===== src/rtl/display_scan_controller_pkg.sv =====
// Shared definitions for the multiplexed 7-segment display: scan states,
// the blank segment pattern and the active-low hex glyph table.
package display_scan_controller_pkg;

    typedef enum logic [1:0] {
        ST_IDLE  = 2'd0,
        ST_BLANK = 2'd1,
        ST_DRIVE = 2'd2
    } scan_state_t;

    localparam logic [6:0] SEG_BLANK = 7'h7F;

    // Segment order is {g,f,e,d,c,b,a}; a 0 lights the segment.
    function automatic logic [6:0] hex_to_seg(input logic [3:0] nibble);
        logic [6:0] pattern;
        case (nibble)
            4'h0:    pattern = 7'b1000000;
            4'h1:    pattern = 7'b1111001;
            4'h2:    pattern = 7'b0100100;
            4'h3:    pattern = 7'b0110000;
            4'h4:    pattern = 7'b0011001;
            4'h5:    pattern = 7'b0010010;
            4'h6:    pattern = 7'b0000010;
            4'h7:    pattern = 7'b1111000;
            4'h8:    pattern = 7'b0000000;
            4'h9:    pattern = 7'b0010000;
            4'hA:    pattern = 7'b0001000;
            4'hB:    pattern = 7'b0000011;
            4'hC:    pattern = 7'b1000110;
            4'hD:    pattern = 7'b0100001;
            4'hE:    pattern = 7'b0000110;
            4'hF:    pattern = 7'b0001110;
            default: pattern = SEG_BLANK;
        endcase
        return pattern;
    endfunction

endpackage


===== src/rtl/display_scan_controller_decoder.sv =====
// Combinational hex-to-7-segment decoder (active-low), shared by all
// display users on the board.
module seven_seg_decoder
    import display_scan_controller_pkg::*;
(
    input  logic [3:0] nibble,
    output logic [6:0] seg
);

    // Table lookup of the glyph for one nibble.
    always_comb begin
        seg = hex_to_seg(nibble);
    end

endmodule


===== src/rtl/display_scan_controller.sv =====
// Time-multiplexed scan controller for a common-anode 7-segment display with
// dead-time blanking, leading-zero suppression and a frame-synchronous write buffer.
module display_scan_controller
    import display_scan_controller_pkg::*;
#(
    parameter int NUM_DIGITS   = 4,
    parameter int BLANK_CYCLES = 16,
    parameter int LZ_SUPPRESS  = 1
) (
    input  logic                      clk,
    input  logic                      rst,
    input  logic                      tick,
    input  logic                      enable,
    input  logic                      wr_valid,
    input  logic [4*NUM_DIGITS-1:0]   wr_data,
    input  logic [NUM_DIGITS-1:0]     wr_dp,
    output logic                      wr_ready,
    output logic [NUM_DIGITS-1:0]     an,
    output logic [6:0]                seg,
    output logic                      dp,
    output logic                      frame_done
);

    localparam int IDX_W = (NUM_DIGITS > 1) ? $clog2(NUM_DIGITS) : 1;
    localparam int CNT_W = $clog2(BLANK_CYCLES + 1);
    localparam logic [IDX_W-1:0] IDX_LAST = IDX_W'(NUM_DIGITS - 1);
    localparam logic [CNT_W-1:0] CNT_LAST = CNT_W'(BLANK_CYCLES - 1);

    scan_state_t               state_r;
    scan_state_t               state_next_s;
    logic [IDX_W-1:0]          idx_r;
    logic [IDX_W-1:0]          idx_next_s;
    logic [CNT_W-1:0]          cnt_r;
    logic [CNT_W-1:0]          cnt_next_s;
    logic                      frame_end_s;
    logic                      commit_s;
    logic                      accept_s;

    logic [4*NUM_DIGITS-1:0]   active_data_r;
    logic [NUM_DIGITS-1:0]     active_dp_r;
    logic [4*NUM_DIGITS-1:0]   pend_data_r;
    logic [NUM_DIGITS-1:0]     pend_dp_r;
    logic                      pend_full_r;

    logic [3:0]                digit_nibble_s;
    logic [6:0]                digit_seg_s;
    logic                      upper_nonzero_s;
    logic                      suppress_s;

    logic [NUM_DIGITS-1:0]     an_s;
    logic [6:0]                seg_s;
    logic                      dp_s;
    logic [NUM_DIGITS-1:0]     an_r;
    logic [6:0]                seg_r;
    logic                      dp_r;
    logic                      frame_done_r;

    assign wr_ready   = ~pend_full_r;
    assign an         = an_r;
    assign seg        = seg_r;
    assign dp         = dp_r;
    assign frame_done = frame_done_r;

    // Pending is only ever loaded while empty, so it can never collide with a commit.
    assign accept_s = wr_valid & ~pend_full_r;
    assign commit_s = pend_full_r & ((state_r == ST_IDLE) | frame_end_s);

    // Scan state, digit index and blanking counter.
    always_ff @(posedge clk) begin
        if (rst) begin
            state_r <= ST_IDLE;
            idx_r   <= {IDX_W{1'b0}};
            cnt_r   <= {CNT_W{1'b0}};
        end else begin
            state_r <= state_next_s;
            idx_r   <= idx_next_s;
            cnt_r   <= cnt_next_s;
        end
    end

    // Next-state logic; dropping enable always returns to a dark IDLE at digit 0.
    always_comb begin
        state_next_s = state_r;
        idx_next_s   = idx_r;
        cnt_next_s   = cnt_r;
        frame_end_s  = 1'b0;
        if (!enable) begin
            state_next_s = ST_IDLE;
            idx_next_s   = {IDX_W{1'b0}};
            cnt_next_s   = {CNT_W{1'b0}};
        end else begin
            case (state_r)
                ST_IDLE: begin
                    if (tick) begin
                        state_next_s = ST_BLANK;
                        idx_next_s   = {IDX_W{1'b0}};
                        cnt_next_s   = {CNT_W{1'b0}};
                    end else begin
                        state_next_s = ST_IDLE;
                    end
                end
                ST_BLANK: begin
                    if (cnt_r == CNT_LAST) begin
                        state_next_s = ST_DRIVE;
                        cnt_next_s   = {CNT_W{1'b0}};
                    end else begin
                        cnt_next_s   = cnt_r + CNT_W'(1);
                    end
                end
                ST_DRIVE: begin
                    if (tick) begin
                        state_next_s = ST_BLANK;
                        cnt_next_s   = {CNT_W{1'b0}};
                        if (idx_r == IDX_LAST) begin
                            idx_next_s  = {IDX_W{1'b0}};
                            frame_end_s = 1'b1;
                        end else begin
                            idx_next_s  = idx_r + IDX_W'(1);
                        end
                    end else begin
                        state_next_s = ST_DRIVE;
                    end
                end
                default: begin
                    state_next_s = ST_IDLE;
                    idx_next_s   = {IDX_W{1'b0}};
                    cnt_next_s   = {CNT_W{1'b0}};
                end
            endcase
        end
    end

    // Double buffer: writes land in pending, reach active only at frame edges or in IDLE.
    always_ff @(posedge clk) begin
        if (rst) begin
            active_data_r <= {(4*NUM_DIGITS){1'b0}};
            active_dp_r   <= {NUM_DIGITS{1'b0}};
            pend_data_r   <= {(4*NUM_DIGITS){1'b0}};
            pend_dp_r     <= {NUM_DIGITS{1'b0}};
            pend_full_r   <= 1'b0;
        end else if (commit_s) begin
            active_data_r <= pend_data_r;
            active_dp_r   <= pend_dp_r;
            pend_full_r   <= 1'b0;
        end else if (accept_s) begin
            pend_data_r   <= wr_data;
            pend_dp_r     <= wr_dp;
            pend_full_r   <= 1'b1;
        end else begin
            pend_full_r   <= pend_full_r;
        end
    end

    assign digit_nibble_s = active_data_r[{idx_r, 2'b00} +: 4];

    seven_seg_decoder u_decoder (
        .nibble (digit_nibble_s),
        .seg    (digit_seg_s)
    );

    // A digit is a leading zero when it and every more significant nibble are zero.
    always_comb begin
        upper_nonzero_s = 1'b0;
        for (int j = 0; j < NUM_DIGITS; j++) begin
            upper_nonzero_s = upper_nonzero_s
                | ((j >= int'(idx_r)) && (active_data_r[j*4 +: 4] != 4'h0));
        end
        suppress_s = (LZ_SUPPRESS != 0) && (idx_r != {IDX_W{1'b0}})
                     && !upper_nonzero_s && !active_dp_r[idx_r];
    end

    // Drive pattern for the current state; enable gates it so dropping enable goes dark at once.
    always_comb begin
        an_s  = {NUM_DIGITS{1'b1}};
        seg_s = SEG_BLANK;
        dp_s  = 1'b1;
        if (enable && (state_r == ST_DRIVE)) begin
            an_s[idx_r] = 1'b0;
            seg_s       = suppress_s ? SEG_BLANK : digit_seg_s;
            dp_s        = ~active_dp_r[idx_r];
        end else begin
            an_s  = {NUM_DIGITS{1'b1}};
        end
    end

    // Output registers.
    always_ff @(posedge clk) begin
        if (rst) begin
            an_r         <= {NUM_DIGITS{1'b1}};
            seg_r        <= SEG_BLANK;
            dp_r         <= 1'b1;
            frame_done_r <= 1'b0;
        end else begin
            an_r         <= an_s;
            seg_r        <= seg_s;
            dp_r         <= dp_s;
            frame_done_r <= frame_end_s;
        end
    end

endmodule


===== config.mk =====
export PLATFORM = sky130hd
export DESIGN_NAME = display_scan_controller
export DESIGN_NICKNAME = d
export VERILOG_FILES = /design/src/rtl/display_scan_controller_pkg.sv /design/src/rtl/display_scan_controller_decoder.sv /design/src/rtl/display_scan_controller.sv
export SDC_FILE = /design/constraint.sdc
export NUM_CORES = 1
export LEC_CHECK = 0
export ABC_AREA = 0
export CELL_PAD_IN_SITES_DETAIL_PLACEMENT = 1
export CELL_PAD_IN_SITES_GLOBAL_PLACEMENT = 1
export CORE_MARGIN = 2
export CORE_UTILIZATION = 39
export CTS_BUF_LIST = sky130_fd_sc_hd__clkbuf_8
export DETAILED_ROUTE_END_ITERATION = 7
export PLACE_DENSITY = 0.76
export SLEW_MARGIN = 15
export SYNTH_ARGS = -nofsm -noshare
export SYNTH_HDL_FRONTEND = slang
export SYNTH_HIERARCHICAL = 1
export SYNTH_SLANG_ARGS = --single-unit
export TNS_END_PERCENT = 10

===== constraint.sdc =====
create_clock -name clk -period 2.2 [get_ports clk]
set_input_delay 0.22 -clock clk [delete_from_list [all_inputs] [get_ports clk]]
set_output_delay 0.22 -clock clk [all_outputs]
set_load 0.005 [all_outputs]

==> After elaboration in Yosys (flattened, before gate mapping) <==
Memories as Yosys holds them, arrays and structs flattened. A register that Yosys moved wholly into a read port is not among the register bits.
Cells that the tools add are included.
{ "word_totals": {"inputBits": 25, "rom_bits": 112, "mem_count": 1, "out_inout_bits": 14, "register_bits": 56, "word_cells": 82} }
{ "mem_list": {"columns": ["name", "depth", "width", "rd", "rd_clocked_by_memory_dff", "wr", "line", "rtl"], "rows": [
  ["(no name shown)", 16, 7, 1, 1, 0, "display_scan_controller_pkg.sv:16", "case (nibble)"]
]} }
{ "classes": {"bitwise": 13, "n_eq_ne": 8, "magnitude_cmp": 5, "n_reduce_logical": 22, "n_addsub": 2, "muxes": 19, "shift": 1} }
{ "op_table": {"columns": ["cell", "count"], "rows": [
  ["$reduce_bool 4->1", 4],
  ["$shiftx 16x5->4", 1],
  ["$pmux 2 s3", 2],
  ["$mux 2", 5],
  ["$mux 5", 2],
  ["$pmux 5 s2", 1],
  ["$reduce_or 2->1", 4],
  ["$logic_and 1x1->1", 7],
  ["$mux 1", 7],
  ["$ne 2x2->1 const B", 3],
  ["$not 1->1", 6],
  ["$add 5x1->5 const B", 1],
  ["$eq 5x4->1 const B", 1],
  ["$eq 2x2->1 const B", 2],
  ["$ge 1x2->1 const A", 2],
  ["$not 4->4", 1],
  ["$or 1x1->1", 4],
  ["$lt 2x3->1 const B", 1],
  ["$reduce_and 3->1", 1],
  ["$reduce_or 3->1", 1],
  ["$add 2x1->2 const B", 1],
  ["$and 1x1->1", 2],
  ["$bmux 1 s2", 1],
  ["$demux 1 s2", 1],
  ["8 further kinds", 9]
]} }

==> Depth between registers and ports, before layout <==
Gate-level depths: netlist of run 1.
{ "depth": {"ltp_word": 9, "mapped_depth": 8, "mapped_depth_nobuf": 7} }

==> By module <==
Netlist of run 1, hierarchy kept.
{ "modules_own_cells": {"columns": ["module", "instances", "cells_each", "area_each_um2"], "rows": [
  ["display_scan_controller", 1, 255, 2431.1],
  ["seven_seg_decoder", 1, 32, 275.3]
]} }

==> Worst setup path after synthesis of run 1 <==
No wires, ideal clock.
{ "synth_timing": {"path_kind": "register -> register", "startpoint": "register idx_r[0]", "endpoint": "register seg_r[3] (netlist: seg[3])", "stages_incl_launch_ff": 8, "synth_period_minus_slack_ns": 2.399, "t_arrival_ns": 2.272, "setup_time_ns": 0.127, "setup_slack_ns": -0.199, "n_path_buf": 1, "path_cell_list": "dfxtp_1 > buf_6 > mux4_1 > inv_1 > ha_1 > inv_1 > mux4_1 > or3_1"} }
{ "synth_between": {"word_cells_on_any_way": 18, "cone_classes": "order compare: 3; shift: 1; mux: 2; bitwise: 3; reduce/logical: 9"} }
{ "synth_lines": {"columns": ["item", "line", "rtl"], "rows": [
  ["start, declared", "display_scan_controller.sv:31", "logic [IDX_W-1:0] idx_r;"],
  ["start signal, assigned", "display_scan_controller.sv:72", "idx_r <= {IDX_W{1'b0}};"],
  ["start signal, assigned", "display_scan_controller.sv:76", "idx_r <= idx_next_s;"],
  ["$shiftx 16x5->4", "display_scan_controller.sv:154", "assign digit_nibble_s = active_data_r[{idx_r, 2'b00} +: 4];"],
  ["via digit_nibble_s[0]", "display_scan_controller.sv:45", "logic [3:0] digit_nibble_s;"],
  ["end, declared", "display_scan_controller.sv:54", "logic [6:0] seg_r;"]
]} }
The timed path passes the listed nets, and every way through them passes these cells. The select of a mux whose other input is x is not followed.
A chain may end at the register's enable or synchronous reset.

==> Final worst setup path of run 1 <==
Same ends and word-level chain as after synthesis.

==> impl_table.tex, run 1 <==
\begin{tabular}{lr}
\hline
Metric & Value \\
\hline
\multicolumn{2}{l}{\textbf{Route}} \\
\quad Mean number of vias per cell & 5.104 \\
\quad Detailed Route Iter0 Violations & 37 \\
\quad DRC viols & 0 \\
\quad Antenna Violating Nets Remaining & 0 \\
\quad Overall routed net length & 6428 um \\
\quad Vias post-DR & 2159 \\
\quad Routed WL per cell & 15.20 um \\
\quad Drt pass-1 iters & 4 \\
\multicolumn{2}{l}{\textbf{Floorplan}} \\
\quad Die Y-Extent & 87.30 um \\
\quad Die Span X & 87.30 um \\
\quad Row cnt & 30 \\
\quad Initial Util & 0.4006 \\
\quad Die area & 7621 um2 \\
\quad \# IOs & 39 \\
\quad Placeable Area & 6756 um2 \\
\multicolumn{2}{l}{\textbf{Timing}} \\
\quad Pin slew with the least headroom to its limit & 0.6640 ns \\
\quad Max Slew Vio Count & 0 \\
\quad Final Critical Period & 2.165 ns \\
\quad Relative slew margins & 0.5563 \\
\quad Highest attainable clock frequency & 461.9 MHz \\
\quad Unrepaired setup endpoints after global routing & true \\
\quad Fraction of the cycle the final worst path needs & 0.9840 \\
\quad Final clock skew & 0.01040 ns \\
\quad Worst hold slack & 0.4293 ns \\
\quad Final Hold Vio Count & 0 \\
\quad Setup violations, final & 0 \\
\quad Summed negative setup slack over all endpoints & 0 ns \\
\multicolumn{2}{l}{\textbf{Pwr}} \\
\quad Total power density per cell area & 701.7 nW/um2 \\
\quad Clock share of power & 0.416 \\
\quad Net switching power & 0.5867 mW \\
\quad Internal & 1.864 mW \\
\quad Leakage power total & 1.316 nW \\
\quad Switching part of the total & 0.2394 \\
\quad Worst IR Drop VDD & 0.2860 mV \\
\quad Seq pwr share & 0.490 \\
\quad Combinational Power Share & 0.094 \\
\multicolumn{2}{l}{\textbf{Worst setup path}} \\
\quad Most common cell type on the critical path & sky130\_fd\_sc\_hd\_\_mux4\_2 \\
\quad Endpoint of the worst-slack reg-to-reg timing path & seg[3]\$\_SDFF\_PP1\_ \\
\quad Category of the worst setup path capture point & register \\
\quad CP Data Required Time & 2.43 ns \\
\quad Peak per-stage delay on the critical path & 0.58 ns \\
\quad Internal reg-to-reg setup slack & 0.04 ns \\
\quad Startpoint types & register \\
\quad CP max-delay cell & sky130\_fd\_sc\_hd\_\_mux4\_2 \\
\quad Reg2reg path depth & 5 \\
\quad Startpoint of the worst-slack reg-to-reg timing path & idx\_r[0]\$\_SDFFE\_PP0P\_ \\
\quad Crit Path Category & reg -> reg \\
\quad Family with the most delay on the worst path & multiplexers \\
\quad Cell chain of the critical path & mux4\_2 -> buf\_6 -> ha\_2 -> mux4\_2 -> or3\_1 \\
\quad Arrival time of the worst setup path & 2.39 ns \\
\quad Largest driver fanout on the critical path & 4 \\
\quad Buffering stage count on the worst path with inverters included & 1 \\
\multicolumn{2}{l}{\textbf{Worst hold path}} \\
\quad Hold\_sp & wr\_dp[2] \\
\quad Worst hold path class & in -> reg \\
\quad Number of cells on the worst hold path & 3 \\
\quad Hold EP & pend\_dp\_r[2]\$\_SDFFE\_PP0P\_ \\
\multicolumn{2}{l}{\textbf{Global routing}} \\
\quad First-pass GRT wire length & 10470 um \\
\quad Grt total ovfl & 0 \\
\quad Vias in the first global route & 2178 \\
\quad Global Route Usage Sum & 0.1810 \\
\quad Largest net degree at the start of global routing & 42 \\
\quad Number of antenna violations at the first check in global routing & 0 \\
\multicolumn{2}{l}{\textbf{Flow run}} \\
\quad Max\_cap viols & 0 \\
\multicolumn{2}{l}{\textbf{Final layout}} \\
\quad Area added between synthesis and finish & 29.08\% \\
\quad Fraction of layout instances using a drive strength above 1 & 0.1487 \\
\quad Final Instance Area & 3493 um2 \\
\quad Core occupancy in the finished layout & 0.5170 \\
\quad Antenna Diode Count & 0 \\
\quad Number of nets at the end of the flow & 376 \\
\multicolumn{2}{l}{\textbf{CTS}} \\
\quad H-tree depth & 3 \\
\quad Max Root-Sink Buffers & 2 \\
\quad TritonCTS clock tree & yes \\
\quad Clock Pin Slew Worst Setup and Hold Paths & 0.07 ns \\
\quad CTS sink cnt & 63 \\
\quad Library cell used as clock root buffer & sky130\_fd\_sc\_hd\_\_clkbuf\_8 \\
\quad TritonCTS Buffers & 9 \\
\quad Clock latency on the worst-skew pair & 0.34 ns \\
\multicolumn{2}{l}{\textbf{Logic synthesis}} \\
\quad Share of the yosys chip area belonging to registers & 0.4660 \\
\quad Average cell area after synthesis & 9.430 um2 \\
\quad Flops \& latches, synth & 63 \\
\quad Post-synthesis instance total & 287 \\
\quad Net count of the mapped netlist & 324 \\
\quad Synth top area cells & sky130\_fd\_sc\_hd\_\_dfxtp\_1 (47\%), sky130\_fd\_sc\_hd\_\_mux2i\_1 (9.2\%), sky130\_fd\_sc\_hd\_\_nand2\_1 (6.9\%) \\
\quad Share of the synthesized area in the top cell type & 0.4660 \\
\quad Synthesis Warnings & 6 \\
\quad Post-synth top area cell & sky130\_fd\_sc\_hd\_\_dfxtp\_1 \\
\quad Number of distinct library cell variants in the gate-level netlist after synthesis & 34 \\
\quad Post-Syn Area & 2706 um2 \\
\multicolumn{2}{l}{\textbf{Place}} \\
\quad Detailed Place HPWL & 4529 um \\
\quad Gpl congestion & 0.8120 \\
\quad Number of buffers added on ports & 38 \\
\quad Area after DPL & 3237 um2 \\
\multicolumn{2}{l}{\textbf{Run status}} \\
\quad Status & finished, final reports clean \\
\hline
\end{tabular}
[power by group through the flow]
stage	clock network [mW]	registers, mW	logic, mW
floorplan	0	1.22	0.136
global placement	0	1.23	0.222
detailed placement	0	1.23	0.228
CTS	1.04	1.20	0.231
global route	1.10	1.20	0.256
finish	1.02	1.20	0.231
[repair_timing]
| item | 4_1_cts | 5_1_grt |
|---|---|---|
| pin swaps | 0 | 2 |
| hold buffers | 0 | 0 |
| gates cloned | 0 | 0 |
| endpoints found under the setup margin | 4 | 4 |
| hold endpoints to repair | 0 | 0 |
| buffers inserted | 2 | 2 |
| resized for setup | 2 | 7 |
[final cells by class]
| class | instances | area, um2 |
|---|---|---|
| Clock buffer | 11 | 151.4 |
| Clock inverter | 4 | 46.29 |
| Fill cell | 782 | 3263 |
| Inverter | 8 | 32.53 |
| Multi-Input combinational cell | 200 | 1359 |
| Sequential cell | 63 | 1265 |
| Tap cell | 80 | 100.1 |
| Timing Repair Buffer | 57 | 539.3 |
[how the worst max path moves through the flow]
| stage | startpoint | end | slack [ns] | cells after the start |
|---|---|---|---|---|
| after floorplan | idx_r[0]$_SDFFE_PP0P_ | seg[2]$_SDFF_PP1_ | -0.006 | 7 |
| after global placement | idx_r[0]$_SDFFE_PP0P_ | seg[3]$_SDFF_PP1_ | 0.04 | 4 |
| after detailed placement | idx_r[0]$_SDFFE_PP0P_ | seg[2]$_SDFF_PP1_ | -0.05 | 6 |
| after CTS | idx_r[0]$_SDFFE_PP0P_ | seg[2]$_SDFF_PP1_ | 0.02 | 6 |
| after global routing | idx_r[0]$_SDFFE_PP0P_ | seg[3]$_SDFF_PP1_ | -0.03 | 5 |
| final | idx_r[0]$_SDFFE_PP0P_ | seg[3]$_SDFF_PP1_ | 0.04 | 5 |
[Yosys cell counts]
library cell / count
sky130_fd_sc_hd__a211oi_2: 1
sky130_fd_sc_hd__a21oi_1: 30
sky130_fd_sc_hd__a22o_1: 2
sky130_fd_sc_hd__a31oi_1: 1
sky130_fd_sc_hd__a32o_1: 1
sky130_fd_sc_hd__and2b_2: 1
sky130_fd_sc_hd__and3_1: 1
sky130_fd_sc_hd__and4bb_2: 1
sky130_fd_sc_hd__buf_2: 2
sky130_fd_sc_hd__buf_4: 2
sky130_fd_sc_hd__buf_6: 2
sky130_fd_sc_hd__clkbuf_1: 10
sky130_fd_sc_hd__dfxtp_1: 63
sky130_fd_sc_hd__ha_1: 12
sky130_fd_sc_hd__inv_1: 8
sky130_fd_sc_hd__mux2_2: 1
sky130_fd_sc_hd__mux2i_1: 25
sky130_fd_sc_hd__mux4_1: 5
sky130_fd_sc_hd__mux4_2: 1
sky130_fd_sc_hd__nand2_1: 50
sky130_fd_sc_hd__nand2b_1: 2
sky130_fd_sc_hd__nand3_1: 3
sky130_fd_sc_hd__nand3b_1: 1
sky130_fd_sc_hd__nand4_1: 1
sky130_fd_sc_hd__nor2_1: 34
sky130_fd_sc_hd__nor2b_1: 2
sky130_fd_sc_hd__nor3_1: 3
sky130_fd_sc_hd__nor3b_1: 3
sky130_fd_sc_hd__nor4_1: 3
sky130_fd_sc_hd__nor4_4: 1
sky130_fd_sc_hd__o21a_1: 1
sky130_fd_sc_hd__o21ai_0: 5
sky130_fd_sc_hd__or3_1: 7
sky130_fd_sc_hd__or3b_1: 2
[cell usage in the layout (no fill, tap or decap), drive strengths merged]
| cell type | instances |
|---|---|
| nor4 | 4 |
| buf | 19 |
| clkinvlp | 1 |
| nor2 | 34 |
| nor2b | 2 |
| a22o | 2 |
| a211oi | 1 |
| o21a | 1 |
| mux4 | 6 |
| and4bb | 1 |
| a32o | 1 |
| and2b | 1 |
| nand2b | 2 |
| clkdlybuf4s50 | 38 |
| a31oi | 1 |
| clkbuf | 11 |
| mux2 | 1 |
| mux2i | 25 |
| clkinv | 1 |
| o21ai | 5 |
| nand4 | 1 |
| nor3 | 3 |
| a21oi | 30 |
| nand2 | 50 |
| and3 | 1 |
| nand3b | 1 |
| ha | 12 |
| inv | 9 |
| dfxtp | 63 |
| nor3b | 3 |
| or3b | 2 |
| nand3 | 3 |
| bufinv | 1 |
| or3 | 7 |
[flip-flops by register name (all words and copies together), names as in the netlist]
register	flops
pend_full_r	1
active_dp_r	4
dp	1
active_data_r	16
idx_r	2
an	4
cnt_r	5
state_r	2
seg	7
frame_done	1
pend_dp_r	4
pend_data_r	16
[worst register-to-register path, cell delays in order (launching register included)]
cell and delay, ns:
sky130_fd_sc_hd__dfxtp_4 0.38, sky130_fd_sc_hd__mux4_2 0.59, sky130_fd_sc_hd__buf_6 0.16, sky130_fd_sc_hd__ha_2 0.16, sky130_fd_sc_hd__mux4_2 0.43, sky130_fd_sc_hd__or3_1 0.34
[logic make-up (layout without fill, tap and decap cells)]
group | after synthesis | in the layout | synth area share
adders and majority gates | 12 | 12 | 0.05548
DFF | 63 | 63 | 0.4660
muxes | 32 | 32 | 0.1535
buffers and inverters | 24 | 80 | 0.04253
AOI/OAI and AO/OA | 41 | 41 | 0.08460
and+or+nand+nor | 115 | 115 | 0.1979
[per-stage QoR]
step | power, mW | cells | setup slack, ns
6_report | 2.451 | 423 | 0.03522
5_1_grt | 2.561 | 423 | -0.03404
4_1_cts | 2.470 | 421 | 0.01715
3_5_place_dp | 1.455 | 404 | -0.04671
3_3_place_gp | 1.448 | 404 | 0.04369
2_1_floorplan | 1.354 | 287 | -0.006257
[per-layer routing]
metal | track usage | share of wire | wire, um
met1 | 0.2248 | 0.46 | 2988
met2 | 0.2961 | 0.48 | 3089
met3 | 0.05403 | 0.039 | 248
met4 | 0.06713 | 0.016 | 102
met5 | 0 | 0 | 0
Note: power is estimated with default switching activity, not from simulation.
==> run 2, diff against run 1 <==
- ABC_AREA: 0 -> not set
- SLEW_MARGIN: 15 -> not set
==> results of run 2 <==
The final DEF is identical to that of run 1; final timing and power are the same.
==> run 3, diff against run 2 <==
- SLEW_MARGIN: not set -> 20
==> results of run 3 <==
The final DEF is identical to that of run 1; final timing and power are the same.
==> RTL change, RTL diff (settings of run 1) <==
Change the parameter `NUM_DIGITS` from 4 to 8.
--- a/src/rtl/display_scan_controller.sv
+++ b/src/rtl/display_scan_controller.sv
@@ -4,5 +4,5 @@
     import display_scan_controller_pkg::*;
 #(
-    parameter int NUM_DIGITS   = 4,
+    parameter int NUM_DIGITS   = 8,
     parameter int BLANK_CYCLES = 16,
     parameter int LZ_SUPPRESS  = 1
Interface: changed (resized an, wr_data and wr_dp); port bits go from 39 to 63. The function was not compared with the original's and may differ.
==> RTL change against run 1 <==
Cell count grew 81%. Global-route usage is 1.2 points higher. Design area increased by 66%. Critical path depth up 4. Critical endpoint unchanged. Synthesized area grew 66%. Routed wire length grew 85%. Sequential share of layout area up 1.2 points. Setup slack worse by 0.032 ns. Sequential cell count grew 45. Sequential power increased by 72%. Total power increased by 45%. Clock skew is 0.0024 ns higher. Die area is 63% higher. Count of clock-buffer cells in the layout shrank 1.
==> RTL change: results (changes against run 1) <==
Yosys
  – Post-Syn Instances: 543 (+89%)
  – Syn_nets: 600 (+85%)
  – Top post-synthesis cells by area: dfxtp_1 48%, nand2_1 14%, a21oi_1 9.7%
  – Synth top cells by count: 171 x nand2_1, 108 x dfxtp_1, 87 x a21oi_1, 25 x clkbuf_1, 22 x nor2_1
  – Multiplexer area fraction after synthesis: 5.87% (-9.5 points)
  – Post-synthesis adder-cell area fraction: 3.34% (-2.2 points)

Clock network
  – Clock Latency Late Sink: 0.38 ns (+0.04 ns)
  – Worst-path clk slew: 0.10 ns (+0.03 ns)
  – Cts repair resizes: 9 (+7)

Hold path
  – Hold Path Sink: idx_r[0]
  – Hold Crit Start: rst
  – WHS Path Cells: 4 (+1)

GRT
  – Grt met3 use: 3.16% (-2.2 points)
  – First-pass GRT wire length: 19.6 mm (+87%)
  – GRT Overall Usage: 19.3% (+1.2 points)
  – Vias in the first global route: 4,076 (+87%)

Place
  – Placed Cells: 743 (+84%)
  – Port bufs: 62 (+63%)
  – Hpwl dp: 8.68 mm (+92%)

Timing
  – Tmin final: 2.20 ns (+0.0319 ns)
  – Hold Worst Slack: 0.323 ns (-0.106 ns)

Setup path
  – Data arrival, critical path: 2.48 ns (+0.09 ns)
  – CP startpoint: idx_r[1]
  – Worst reg2reg path depth: 9 (+4)
  – Largest fanout on the critical path: 7 (+3)

Status
  – Outcome: complete, no violations

Power and ir drop
  – Static Leak: 2.10 nW (+60%)
RTL change: cell count changes after synthesis, moves of 7 or more:
| cell | before | now |
|---|---|---|
| a21oi_1 | 30 | 87 |
| nor2_1 | 34 | 22 |
| nand2_1 | 50 | 171 |
| or3_1 | 7 | 0 |
| o21ai_1 | 0 | 11 |
| clkbuf_1 | 10 | 25 |
| mux2i_1 | 25 | 8 |
| dfxtp_1 | 63 | 108 |
RTL change: final cells by class:
cell class / count / area share, %
clock buffers: 10 / 2.37
clock inverters: 6 / 0.561
inverters: 8 / 0.690
multi-input cells: 390 / 39.4
flip-flops and latches: 108 / 37.5
well taps: 143 / 3.08
repair buffers: 99 / 16.5
RTL change: where the power goes:
part | internal (mW) | switching (mW) | leakage, nW | total [mW]
clock network | 0.431 | 0.647 | 0.0907 | 1.08
registers | 2.02 | 0.0456 | 0.881 | 2.06
logic | 0.194 | 0.221 | 1.13 | 0.416
